File: config.mk
export PLATFORM = sky130hd
export DESIGN_NAME = mem_arbiter
export DESIGN_NICKNAME = d
export VERILOG_FILES = /design/src/rtl/mem_arbiter.sv
export SDC_FILE = /design/constraint.sdc
export NUM_CORES = 1
export LEC_CHECK = 0
export BUFFER_PORTS_ARGS = -buffer_cell sky130_fd_sc_hd__buf_2
export CORE_AREA = 2 2 109 111
export CTS_BUF_LIST = sky130_fd_sc_hd__clkbuf_8 sky130_fd_sc_hd__clkbuf_16
export CTS_CLUSTER_DIAMETER = 100
export DETAILED_ROUTE_END_ITERATION = 16
export DIE_AREA = 0 0 111 113
export GPL_ROUTABILITY_DRIVEN = 0
export HOLD_SLACK_MARGIN = 0.15
export PLACE_DENSITY = 0.81
export SLEW_MARGIN = 20
export SYNTH_ARGS = -nofsm -noshare
export SYNTH_HDL_FRONTEND = slang
export SYNTH_SLANG_ARGS = --single-unit
File: constraint.sdc
create_clock -name clk -period 4.85 [get_ports clk]
set_input_delay 0.97 -clock clk [delete_from_list [all_inputs] [get_ports clk]]
set_output_delay 0.97 -clock clk [all_outputs]
set_load 0.01 [all_outputs]
File: src/rtl/mem_arbiter.sv
`default_nettype none
// +----------------------------------------------------------------------------+
// | mem_arbiter: shares one downstream memory port among NUM_PORTS requesters    |
// | using fixed-priority or round-robin arbitration with registered outputs.     |
// | Revision: 1.0                                                                |
// +----------------------------------------------------------------------------+
module mem_arbiter #(
  parameter int NUM_PORTS  = 2,
  parameter int ADDR_WIDTH = 32,
  parameter int DATA_WIDTH = 32,
  parameter int ARB_MODE   = 1,
  localparam int BE_WIDTH  = DATA_WIDTH / 8,
  localparam int IDX_WIDTH = (NUM_PORTS > 1) ? $clog2(NUM_PORTS) : 1
) (
  input  logic                             clk,
  input  logic                             rst,
  input  logic [NUM_PORTS-1:0]             req_read_i,
  input  logic [NUM_PORTS-1:0]             req_write_i,
  input  logic [NUM_PORTS*BE_WIDTH-1:0]    req_byte_enable_i,
  input  logic [NUM_PORTS*ADDR_WIDTH-1:0]  req_address_i,
  input  logic [NUM_PORTS*DATA_WIDTH-1:0]  req_wdata_i,
  output logic [NUM_PORTS-1:0]             req_resp_o,
  output logic [DATA_WIDTH-1:0]            req_rdata_o,
  output logic [IDX_WIDTH-1:0]             grant_idx_o,
  output logic                             mem_read_o,
  output logic                             mem_write_o,
  output logic [BE_WIDTH-1:0]              mem_byte_enable_o,
  output logic [ADDR_WIDTH-1:0]            mem_address_o,
  output logic [DATA_WIDTH-1:0]            mem_wdata_o,
  input  logic                             mem_resp_i,
  input  logic [DATA_WIDTH-1:0]            mem_rdata_i
);

  typedef enum logic [1:0] {
    S_IDLE = 2'd0,
    S_BUSY = 2'd1,
    S_RESP = 2'd2
  } state_t;

  state_t                  state_q;
  logic [IDX_WIDTH-1:0]    grant_q;
  logic [IDX_WIDTH-1:0]    rr_ptr_q;
  logic [IDX_WIDTH-1:0]    rr_ptr_d;
  logic                    mem_read_q;
  logic                    mem_write_q;
  logic [BE_WIDTH-1:0]     mem_be_q;
  logic [ADDR_WIDTH-1:0]   mem_addr_q;
  logic [DATA_WIDTH-1:0]   mem_wdata_q;
  logic [DATA_WIDTH-1:0]   rdata_q;
  logic [NUM_PORTS-1:0]    req_resp_q;

  logic [NUM_PORTS-1:0]    pending;
  logic                    any_pending;
  logic [IDX_WIDTH-1:0]    win_idx;
  logic [NUM_PORTS-1:0]    resp_onehot;

  logic [ADDR_WIDTH-1:0]   port_addr  [NUM_PORTS];
  logic [BE_WIDTH-1:0]     port_be    [NUM_PORTS];
  logic [DATA_WIDTH-1:0]   port_wdata [NUM_PORTS];

  for (genvar gi = 0; gi < NUM_PORTS; gi++) begin : g_port
    assign port_addr[gi]  = req_address_i[gi*ADDR_WIDTH +: ADDR_WIDTH];
    assign port_be[gi]    = req_byte_enable_i[gi*BE_WIDTH +: BE_WIDTH];
    assign port_wdata[gi] = req_wdata_i[gi*DATA_WIDTH +: DATA_WIDTH];
  end

  assign pending     = req_read_i | req_write_i;
  assign any_pending = |pending;
  assign resp_onehot = NUM_PORTS'(1) << grant_q;

  // Search starts at rr_ptr in round-robin mode and at port 0 for fixed priority.
  always_comb begin
    int   start;
    int   cand;
    logic found;
    win_idx = '0;
    found   = 1'b0;
    start   = (ARB_MODE == 1) ? int'(rr_ptr_q) : 0;
    cand    = 0;
    for (int k = 0; k < NUM_PORTS; k++) begin
      cand = start + k;
      if (cand >= NUM_PORTS) begin
        cand = cand - NUM_PORTS;
      end
      if (!found && pending[IDX_WIDTH'(cand)]) begin
        found   = 1'b1;
        win_idx = IDX_WIDTH'(cand);
      end
    end
  end

  always_comb begin
    if (win_idx == IDX_WIDTH'(NUM_PORTS - 1)) begin
      rr_ptr_d = '0;
    end else begin
      rr_ptr_d = win_idx + 1'b1;
    end
  end

  always_ff @(posedge clk) begin
    if (rst) begin
      state_q     <= S_IDLE;
      grant_q     <= '0;
      rr_ptr_q    <= '0;
      mem_read_q  <= 1'b0;
      mem_write_q <= 1'b0;
      mem_be_q    <= '0;
      mem_addr_q  <= '0;
      mem_wdata_q <= '0;
      rdata_q     <= '0;
      req_resp_q  <= '0;
    end else begin
      req_resp_q <= '0;
      case (state_q)
        S_IDLE: begin
          if (any_pending) begin
            // A simultaneous read and write is serviced as a write.
            mem_write_q <= req_write_i[win_idx];
            mem_read_q  <= ~req_write_i[win_idx];
            mem_addr_q  <= port_addr[win_idx];
            mem_be_q    <= port_be[win_idx];
            mem_wdata_q <= port_wdata[win_idx];
            grant_q     <= win_idx;
            rr_ptr_q    <= rr_ptr_d;
            state_q     <= S_BUSY;
          end
        end
        S_BUSY: begin
          if (mem_resp_i) begin
            if (mem_read_q) begin
              rdata_q <= mem_rdata_i;
            end
            mem_read_q  <= 1'b0;
            mem_write_q <= 1'b0;
            req_resp_q  <= resp_onehot;
            state_q     <= S_RESP;
          end
        end
        S_RESP: begin
          state_q <= S_IDLE;
        end
        default: begin
          state_q <= S_IDLE;
        end
      endcase
    end
  end

  assign req_resp_o        = req_resp_q;
  assign req_rdata_o       = rdata_q;
  assign grant_idx_o       = grant_q;
  assign mem_read_o        = mem_read_q;
  assign mem_write_o       = mem_write_q;
  assign mem_byte_enable_o = mem_be_q;
  assign mem_address_o     = mem_addr_q;
  assign mem_wdata_o       = mem_wdata_q;

endmodule
`default_nettype wire

Yosys cells after proc, flatten, opt, wreduce, memory -nomap -nowiden. Index checks and enable logic that the tools add are counted.

Bits in registers: 108. Output and inout port bits: 105.

Add/sub/neg operators: 4. $lt $le $gt $ge: 6. Equality and inequality tests: 3. Shift-type cells: 1. Muxes and demuxes: 29. Bitwise gates (word level): 5. Reductions and logical operators: 10.

Operators by type and width (number): 32-bit two-way mux (6); 1-bit two-way mux (15); 4-bit two-way mux (3); 1-bit by 3-bit < comparator with 1-bit output, second input constant (2); 3-bit AND reduction (2); 2-bit >= comparator, second input constant (2); 2-bit two-way mux (2); 2-bit inequality test, second input constant (2); 1-bit one-hot mux with 2 select lines (2); 2-bit one-hot mux with 2 select lines (1); 2-bit AND reduction (2); 1-bit inverter (3); 3-bit OR reduction (1); 1-bit by 1-bit adder with 2-bit output, second input constant (1); 2-bit by 1-bit equality test with 1-bit output, second input constant (1); 1-bit by 2-bit >= comparator with 1-bit output, second input constant (1); 2-bit zero test (1); 1-bit by 2-bit < comparator with 1-bit output, second input constant (1); 1-bit inverter with 2-bit output (1); 2-bit bitwise OR (1); 2-bit nonzero test (1); 2-bit OR reduction (1); 1-bit by 1-bit << shifter with 2-bit output, first input constant (1); 1-bit subtractor, second input constant (2); other kinds (3) (3).

Logic depth before layout (Yosys ltp). Gate-level depths: netlist of the first run.

Depth in word-level cells: 14. Gate-level depth with buffers: 6. Gate-level depth less buffers: 3.

Worst setup path after synthesis of the first run. Ideal clock, no wire load.

Path kind: input-to-reg. From: input port req_write_i[0]. To: register mem_addr_q[0], in the netlist mem_address_o[0]. Setup time: 0.122 ns. Data arrival time: 2.111 ns. Path slack: 2.618 ns. Cell stages on the path: 5. Buffers on the path: 2. Cells stage by stage: nor4_2 > nor4_2 > buf_2 > buf_4 > a221o_1.

Cells in the longest elaborated chain, start to end: 11. Elaborated cells on any way between the ends: 16. Those cells by class: 10 x mux; 2 x bitwise; 4 x reduce/logical.

Ends and longest elaborated chain: start, declared (line 18) `input logic [NUM_PORTS-1:0] req_write_i,`; 2-bit bitwise OR * (line 67) `assign pending = req_read_i | req_write_i;`; 1-bit two-way mux (not written as such) (2 in series) (line 85) `if (!found && pending[IDX_WIDTH'(cand)]) begin`; 1-bit two-way mux (line 85); 1-bit zero test (line 85); 1-bit logical AND (line 85); 1-bit two-way mux (line 85); 1-bit inverter with 2-bit output (not written as such) (line 120) `mem_addr_q <= port_addr[win_idx];`; 32-bit two-way mux (not written as such) (3 in series) (line 120); end signal, assigned (line 120); end, declared (line 47) `logic [ADDR_WIDTH-1:0] mem_addr_q;`.

Mark *: on every way between the ends. The rest lies on a longest branch, timed or not. The select of a mux whose other input is x is not followed. A chain may end at the register's enable or synchronous reset.

==> summary.json, run 1 <==
{
  "cts-root-buf": "clkbuf_16",
  "synth.net_count": 654,
  "reg2reg_from": "state_q[1]",
  "synth_common_cells": "dfxtp_1 (108), nor3_1 (69), a221o_1 (68), inv_1 (68), nand2_1 (65)",
  "initial_core_util": 0.376,
  "timing.final.ws_setup_ns": 1.94,
  "critPathKind": "in -> reg",
  "timing.critical_path.fanout_max": 42,
  "grtUsageMet3": 0.0396,
  "finalNetCount": 911,
  "final_min_period_over_clock_period": 0.601,
  "design_area_um2": 6030,
  "reg2regPathDepth": 5,
  "detail_route.first_pass.iterations": 4,
  "post_layout_nonfiller_instances": 885,
  "timing.rr.end": "mem_address_o[21]",
  "post_cts.resized_instances": 0,
  "ff_to_ff_setup_slack_ns": 2.58,
  "cts_setup_buffers": 0,
  "p_seq_frac": 0.463,
  "netlist_top_cells_area": "dfxtp_1 (51%), a221o_1 (16%), nor3_1 (8.2%), inv_1 (6.0%), nand2_1 (5.8%)",
  "nFillCells": 1034,
  "timing.max_cap.violations": 0,
  "cts_inserted_buffers": 9,
  "route.vias.total": 4442,
  "final-max-slew-violation-count": 0,
  "maximum_clock_insertion_buffer_count": 2,
  "placeableCoreArea_um2": 11300,
  "initial_antenna_violation_count": 1,
  "synthToLayoutAreaGrowth_pct": 42.4,
  "floorplan.die.height_um": 113,
  "worst_slew_pin_slew_ns": 0.801,
  "max-slew-margin-rel": 0.466,
  "final-seq-area_um2": 2160,
  "seq_area_frac_synth": 0.511,
  "p_sw_frac": 0.263,
  "drtAntennaViolNets": 0,
  "hold_path_class": "reg -> reg",
  "critPathCapture": "mem_address_o[14]",
  "clock_tree.htree_level_count": 3,
  "via_count_of_the_first_global_routing_pass": 4146,
  "max_clock_freq_mhz": 343,
  "syn_inst": 479,
  "result_of_the_run": "finished clean",
  "cp_arrival_ns": 3.14,
  "route.detailed.drc": 0,
  "fp.dieArea_um2": 12500,
  "postRouteWirelength_mm": 12.6,
  "crit_path_launch": "rst",
  "power.combinational.fraction": 0.182,
  "synth_async_sr_flop_share": 0,
  "dp.cells": 867,
  "clk_pin_slew_worst_paths_ns": 0.07,
  "largest_net_degree_at_the_start_of_global_routing": 59,
  "rows": 39,
  "numPortBuffers": 279,
  "grt.total_usage": 0.195,
  "die-width_um": 111,
  "worst_setup_path_end_kind": "flip-flop",
  "worst_case_vdd_ir_drop_v": 0.000172,
  "count_of_boundary_i_o_pins": 280,
  "p_int_uw": 1610,
  "critPathLaunchType": "primary input",
  "dpl_worst_slack_ns": 1.55,
  "synth_edf_count": 0,
  "synth-main-ff-cell": "dfxtp_1",
  "grtUsageMet2": 0.330,
  "grt_setup_unrepaired": "no",
  "multi_input_combinational_cell_area_um2": 1660,
  "required_ns": 5.08,
  "yosysWarningCount": 0,
  "clock_power_share": 0.355,
  "clk_latency_ns": 0.33,
  "synth_top_cell_area_share": 0.511,
  "final_hold_viols": 0,
  "p_leak_uw": 0.00307,
  "setup_tns_ns": 0,
  "netlist-cell-type-count": 28,
  "initialDrtViolationCount": 332,
  "hold_slack_ns": 0.451,
  "cts_tree": "built",
  "cell_accounting_for_the_most_synthesized_area": "dfxtp_1",
  "most_frequent_cell_after_synthesis": "dfxtp_1",
  "drt-vias-per-instance": 5.02,
  "post-dp-hpwl_mm": 9.19,
  "finalSetupViolCount": 0,
  "avgSynthCellArea_um2": 8.84,
  "power.density_cell_area_nw_per_um2": 363,
  "p_switching_uw": 577,
  "grt.busiest_layer": "met2",
  "hold_buffers": 0,
  "netlist_area_um2": 4230,
  "drive_gt1_frac": 0.414,
  "cts_num_sinks": 108,
  "overflow": 0,
  "wire_length_of_the_first_global_routing_pass_mm": 20.2,
  "global_route_met1_utilization": 0.238,
  "final.min_clock_period_ns": 2.91,
  "final.setup_skew_ns": 0.00728,
  "placed_cell_area_um2": 5700,
  "drt-wirelength-per-cell_um": 14.3,
  "synth-seq-cells": 108
}
## power by group through the flow
stage / Sequential [uW] / Clock [uW] / Combinational, uW
finish: 1020 / 778 / 398
CTS: 1010 / 797 / 399
detailed placement: 1030 / 0 / 399
global placement: 1030 / 0 / 392
global route: 1030 / 831 / 435
floorplan: 1070 / 0 / 173
## metrics by stage
| step | power, uW | utilization |
|---|---|---|
| after floorplan | 1240 | - |
| after global placement | 1430 | 0.505 |
| after detailed placement | 1430 | 0.505 |
| after CTS | 2210 | 0.534 |
| after global routing | 2290 | 0.535 |
| final | 2190 | 0.535 |
## sequential cells by signal (all words and copies together) (netlist names)
signal,count
rr_ptr_q,1
mem_write_o,1
mem_byte_enable_o,4
req_resp_o,2
grant_idx_o,1
mem_wdata_o,32
req_rdata_o,32
mem_address_o,32
mem_read_o,1
state_q,2
## cell families after synthesis
kind of cell / count (synthesis) / synth area share
AOI/OAI and AO/OA: 114 / 0.219
and+or+nand+nor: 149 / 0.166
buffers and inverters: 108 / 0.104
DFF: 108 / 0.511
## placed cells by master (no fill, tap or decap)
master,n
nor4_2,1
nand3b_1,1
inv_1,70
nor3_1,69
or3_2,1
a21oi_4,1
buf_4,6
a221o_1,68
nor2_1,3
diode_2,1
nor4_4,1
buf_2,279
nand4b_1,1
a21oi_1,38
dfxtp_1,108
clkinv_2,1
clkbuf_8,1
or4_4,1
buf_6,1
or2_1,1
o21ai_4,1
o21ai_0,1
or4_1,1
nand2_1,65
clkbuf_16,9
clkinvlp_4,1
and2_1,1
nor2b_1,1
o211ai_1,3
nor3b_1,1
and4b_2,1
a211oi_1,1
o21a_1,1
bufinv_16,2
## critical path: stages
cell and delay, ns:
buf_2 0.61, or3_2 0.76, buf_4 0.41, nor3_1 0.08
a221o_1 0.27
## how the worst min path moves through the flow
stage / slack, ns / depth (start not counted) / start / to
after detailed placement: 0.44 / 2 / req_rdata_o[12] / req_rdata_o[12]
after global placement: 0.44 / 2 / req_rdata_o[31] / req_rdata_o[31]
after CTS: 0.45 / 2 / req_rdata_o[12] / req_rdata_o[12]
after floorplan: 0.48 / 2 / req_rdata_o[0] / req_rdata_o[0]
after global routing: 0.47 / 2 / req_rdata_o[10] / req_rdata_o[10]
final: 0.45 / 2 / req_rdata_o[31] / req_rdata_o[31]
## per-layer routing
metal | wire length [um] | vias up
li1 | - | 2203
met5 | 0 | -
met3 | 849 | 22
met4 | 297 | 0
met1 | 5470 | 2021
met2 | 6020 | 196
## final cells by class
type | instances | share of cell area
flip-flops and latches | 108 | 0.359
diodes | 1 | 0.000415
clock inverters | 6 | 0.0133
repair buffers | 286 | 0.241
inverters | 68 | 0.0423
clock buffers | 10 | 0.0396
multi-input cells | 263 | 0.275
well taps | 143 | 0.0297
Note: power is estimated with default switching activity, not from simulation.
==> inputs of run 2 (changes only) <==
--- a/config.mk
+++ b/config.mk
@@ -6,14 +6,14 @@
 export NUM_CORES = 1
 export LEC_CHECK = 0
 export BUFFER_PORTS_ARGS = -buffer_cell sky130_fd_sc_hd__buf_2
-export CORE_AREA = 2 2 109 111
+export CORE_AREA = 2 2 110 112
 export CTS_BUF_LIST = sky130_fd_sc_hd__clkbuf_8 sky130_fd_sc_hd__clkbuf_16
 export CTS_CLUSTER_DIAMETER = 100
 export DETAILED_ROUTE_END_ITERATION = 16
-export DIE_AREA = 0 0 111 113
+export DIE_AREA = 0 0 112 114
 export GPL_ROUTABILITY_DRIVEN = 0
 export HOLD_SLACK_MARGIN = 0.15
-export PLACE_DENSITY = 0.81
+export PLACE_DENSITY = 0.79
 export SLEW_MARGIN = 20
 export SYNTH_ARGS = -nofsm -noshare
 export SYNTH_HDL_FRONTEND = slang
==> constraint.sdc (replaced) <==
create_clock -name clk -period 2.81 [get_ports clk]
set_input_delay 0.562 -clock clk [delete_from_list [all_inputs] [get_ports clk]]
set_output_delay 0.562 -clock clk [all_outputs]
set_load 0.01 [all_outputs]
==> summary.json, run 2 (synthesis gave the netlist of run 1 again) <==
{
  "result_of_the_run": "finished clean",
  "reg2regPathDepth": {"value": 4, "change": "-1"},
  "hold_slack": {"value": 0.446, "unit": "ns", "change": "-0.00547 ns"},
  "final_min_period_over_clock_period": 0.687,
  "insertedDiodeCount": {"value": 0, "change": "-1"},
  "wire_length_of_the_first_global_routing_pass": {"value": 20.1, "unit": "mm", "change": "-0.34%"},
  "initialDrtViolationCount": {"value": 377, "change": "+14%"},
  "finalNetCount": {"value": 913, "change": "+0.22%"},
  "dpl_worst_slack": {"value": 0.660, "unit": "ns", "change": "-0.886 ns"},
  "dp.cells": {"value": 874, "change": "+0.81%"},
  "critical_path.top_delay_family": "buffers and inverters",
  "timing.max_cap.violations": {"value": 0, "change": "unchanged"},
  "hold_path_class": "in -> reg",
  "drive_gt1_frac": {"value": 0.415, "change": "about the same"},
  "final.setup_skew": {"value": 0.00570, "unit": "ns", "change": "-0.00158 ns"},
  "worst_case_vdd_ir_drop": {"value": 0.000276, "unit": "V", "change": "+60%"},
  "p_leak": {"value": 0.00308, "unit": "uW", "change": "+0.27%"},
  "cts_inserted_buffers": {"value": 9, "change": "unchanged"},
  "max-slew-margin-rel": {"value": 0.508, "change": "+0.0419"},
  "setup_tns": {"value": 0, "unit": "ns", "change": "unchanged"},
  "timing.critical_path.fanout_max": {"value": 68, "change": "+62%"},
  "final.min_clock_period_ns": 1.93,
  "post-dp-hpwl": {"value": 9.25, "unit": "mm", "change": "+0.61%"},
  "post_layout_nonfiller_instances": {"value": 890, "change": "+0.56%"},
  "finalPower": {"value": 3640, "unit": "uW", "change": "+66%"},
  "grt_setup_unrepaired": "no",
  "layout.cells.most_common": "buf_2",
  "timing.critical_path.buf_inv": {"value": 1, "change": "-1"},
  "cts-root-buf": "clkbuf_16",
  "fp.dieArea": {"value": 12800, "unit": "um2", "change": "+1.8%"},
  "die-width": {"value": 112, "unit": "um", "change": "+0.90%"},
  "timing.critical_path.cells": "or2_1, nor4_4, buf_4, a221o_1",
  "postRouteWirelength": {"value": 12.8, "unit": "mm", "change": "+1.2%"},
  "max_clock_freq_mhz": 518,
  "largest_net_degree_at_the_start_of_global_routing": {"value": 69, "change": "+17%"},
  "cts_setup_buffers": {"value": 0, "change": "unchanged"},
  "detail_route.first_pass.iterations": {"value": 4, "change": "unchanged"},
  "nFillCells": {"value": 1154, "change": "+12%"},
  "cts_num_sinks": {"value": 108, "change": "unchanged"},
  "drt-wirelength-per-cell": {"value": 14.4, "unit": "um", "change": "+0.63%"},
  "timing.final.ws_setup": {"value": 0.880, "unit": "ns", "change": "-1.06 ns"},
  "clk_pin_slew_worst_paths": {"value": 0.07, "unit": "ns", "change": "about the same"},
  "critPathLaunchType": "flip-flop",
  "clock_tree.htree_level_count": {"value": 3, "change": "unchanged"},
  "grt.total_usage": {"value": 0.191, "change": "-0.00316"},
  "critPathKind": "reg -> reg",
  "finalSetupViolCount": {"value": 0, "change": "unchanged"},
  "overflow": {"value": 0, "change": "unchanged"},
  "cp_arrival": {"value": 2.20, "unit": "ns", "change": "-0.94 ns"},
  "post_cts.resized_instances": {"value": 0, "change": "unchanged"},
  "final_hold_viols": {"value": 0, "change": "unchanged"},
  "mostFrequentLayoutCells": "buf_2 (279), dfxtp_1 (108), inv_1 (70)",
  "worst_hold_path.num_cells": {"value": 2, "change": "unchanged"},
  "numPortBuffers": {"value": 279, "change": "unchanged"},
  "initial_core_util": {"value": 0.362, "change": "-0.0141"},
  "cp_slowest_cell": "buf_4",
  "via_count_of_the_first_global_routing_pass": {"value": 4145, "change": "-0.024%"},
  "route.vias.total": {"value": 4427, "change": "-0.34%"},
  "maximum_clock_insertion_buffer_count": {"value": 2, "change": "unchanged"},
  "cts_tree": "built",
  "required": {"value": 3.08, "unit": "ns", "change": "-2.00 ns"},
  "rows": {"value": 40, "change": "+2.6%"},
  "synthToLayoutAreaGrowth_pct": 42.7,
  "timing.critical_path.slowest_cell_delay": {"value": 0.59, "unit": "ns", "change": "-0.17 ns"},
  "worstSetupPathDepth": {"value": 4, "change": "-1"},
  "placeableCoreArea": {"value": 11700, "unit": "um2", "change": "+3.9%"},
  "final-max-slew-violation-count": {"value": 0, "change": "unchanged"},
  "route.detailed.drc": {"value": 0, "change": "unchanged"},
  "hold_buffers": {"value": 0, "change": "unchanged"},
  "drt-vias-per-instance": {"value": 4.97, "change": "-0.90%"},
  "worst_setup_path_end_kind": "flip-flop",
  "drtAntennaViolNets": {"value": 0, "change": "unchanged"},
  "count_of_boundary_i_o_pins": {"value": 280, "change": "unchanged"},
  "floorplan.die.height": {"value": 114, "unit": "um", "change": "+0.88%"},
  "clk_latency": {"value": 0.34, "unit": "ns", "change": "about the same"},
  "power.density_cell_area": {"value": 602, "unit": "nW/um2", "change": "+66%"},
  "worst_slew_pin_slew": {"value": 0.739, "unit": "ns", "change": "-0.0628 ns"},
  "initial_antenna_violation_count": {"value": 0, "change": "-1"}
}
-- run 2: changes by cell type in the layout (fill, tap and decap cells not counted), sizes merged --
cell,before,now
buf,286,288
bufinv,2,0
clkbuf,10,11
clkinv,1,2
diode,1,0
-- run 2: per-layer routing --
layer / share of wire / GRT usage / vias up
met2: 0.49 / 0.327 / 206
li1: - / - / 2196
met5: 0 / 0 / -
met4: 0.015 / 0.0626 / 0
met3: 0.074 / 0.0409 / 16
met1: 0.43 / 0.243 / 2009
-- run 2: cell type report --
type,instances,area (um2),share of cell area
clock buffers,11,253,0.0418
flip-flops and latches,108,2160,0.358
well taps,147,184,0.0304
inverters,68,255,0.0422
multi-input cells,263,1660,0.275
clock inverters,5,28.8,0.00476
repair buffers,288,1500,0.248
-- run 2: path summary, 6_finish.rpt --
path                endpoint       startpoint  slack (ns)
min          mem_wdata_o[24]  req_wdata_i[24]        0.45
max reg2reg  mem_wdata_o[13]       state_q[1]        0.88
max          mem_wdata_o[13]       state_q[1]        0.88
min reg2reg  req_rdata_o[11]  req_rdata_o[11]        0.45
-- run 2: worst reg2reg max path: stages, from the launching register on --
cell and delay [ns]:
dfxtp_1 0.36, or2_1 0.32, nor4_4 0.26, buf_4 0.59
a221o_1 0.34
-- run 2: where the power goes --
part	leakage (uW)	total, uW	internal [uW]	switching [uW]
clock	0.000144	1190	644	542
sequential	0.000886	1750	1670	79.1
combinational	0.00205	700	326	375
total	0.00308	3640	2640	995
-- run 2: metrics by stage --
step	utilization	instance area, um2
floorplan	-	4230
global placement	0.492	5760
detailed placement	0.492	5760
CTS	0.516	6040
global route	0.516	6040
finish	0.516	6040
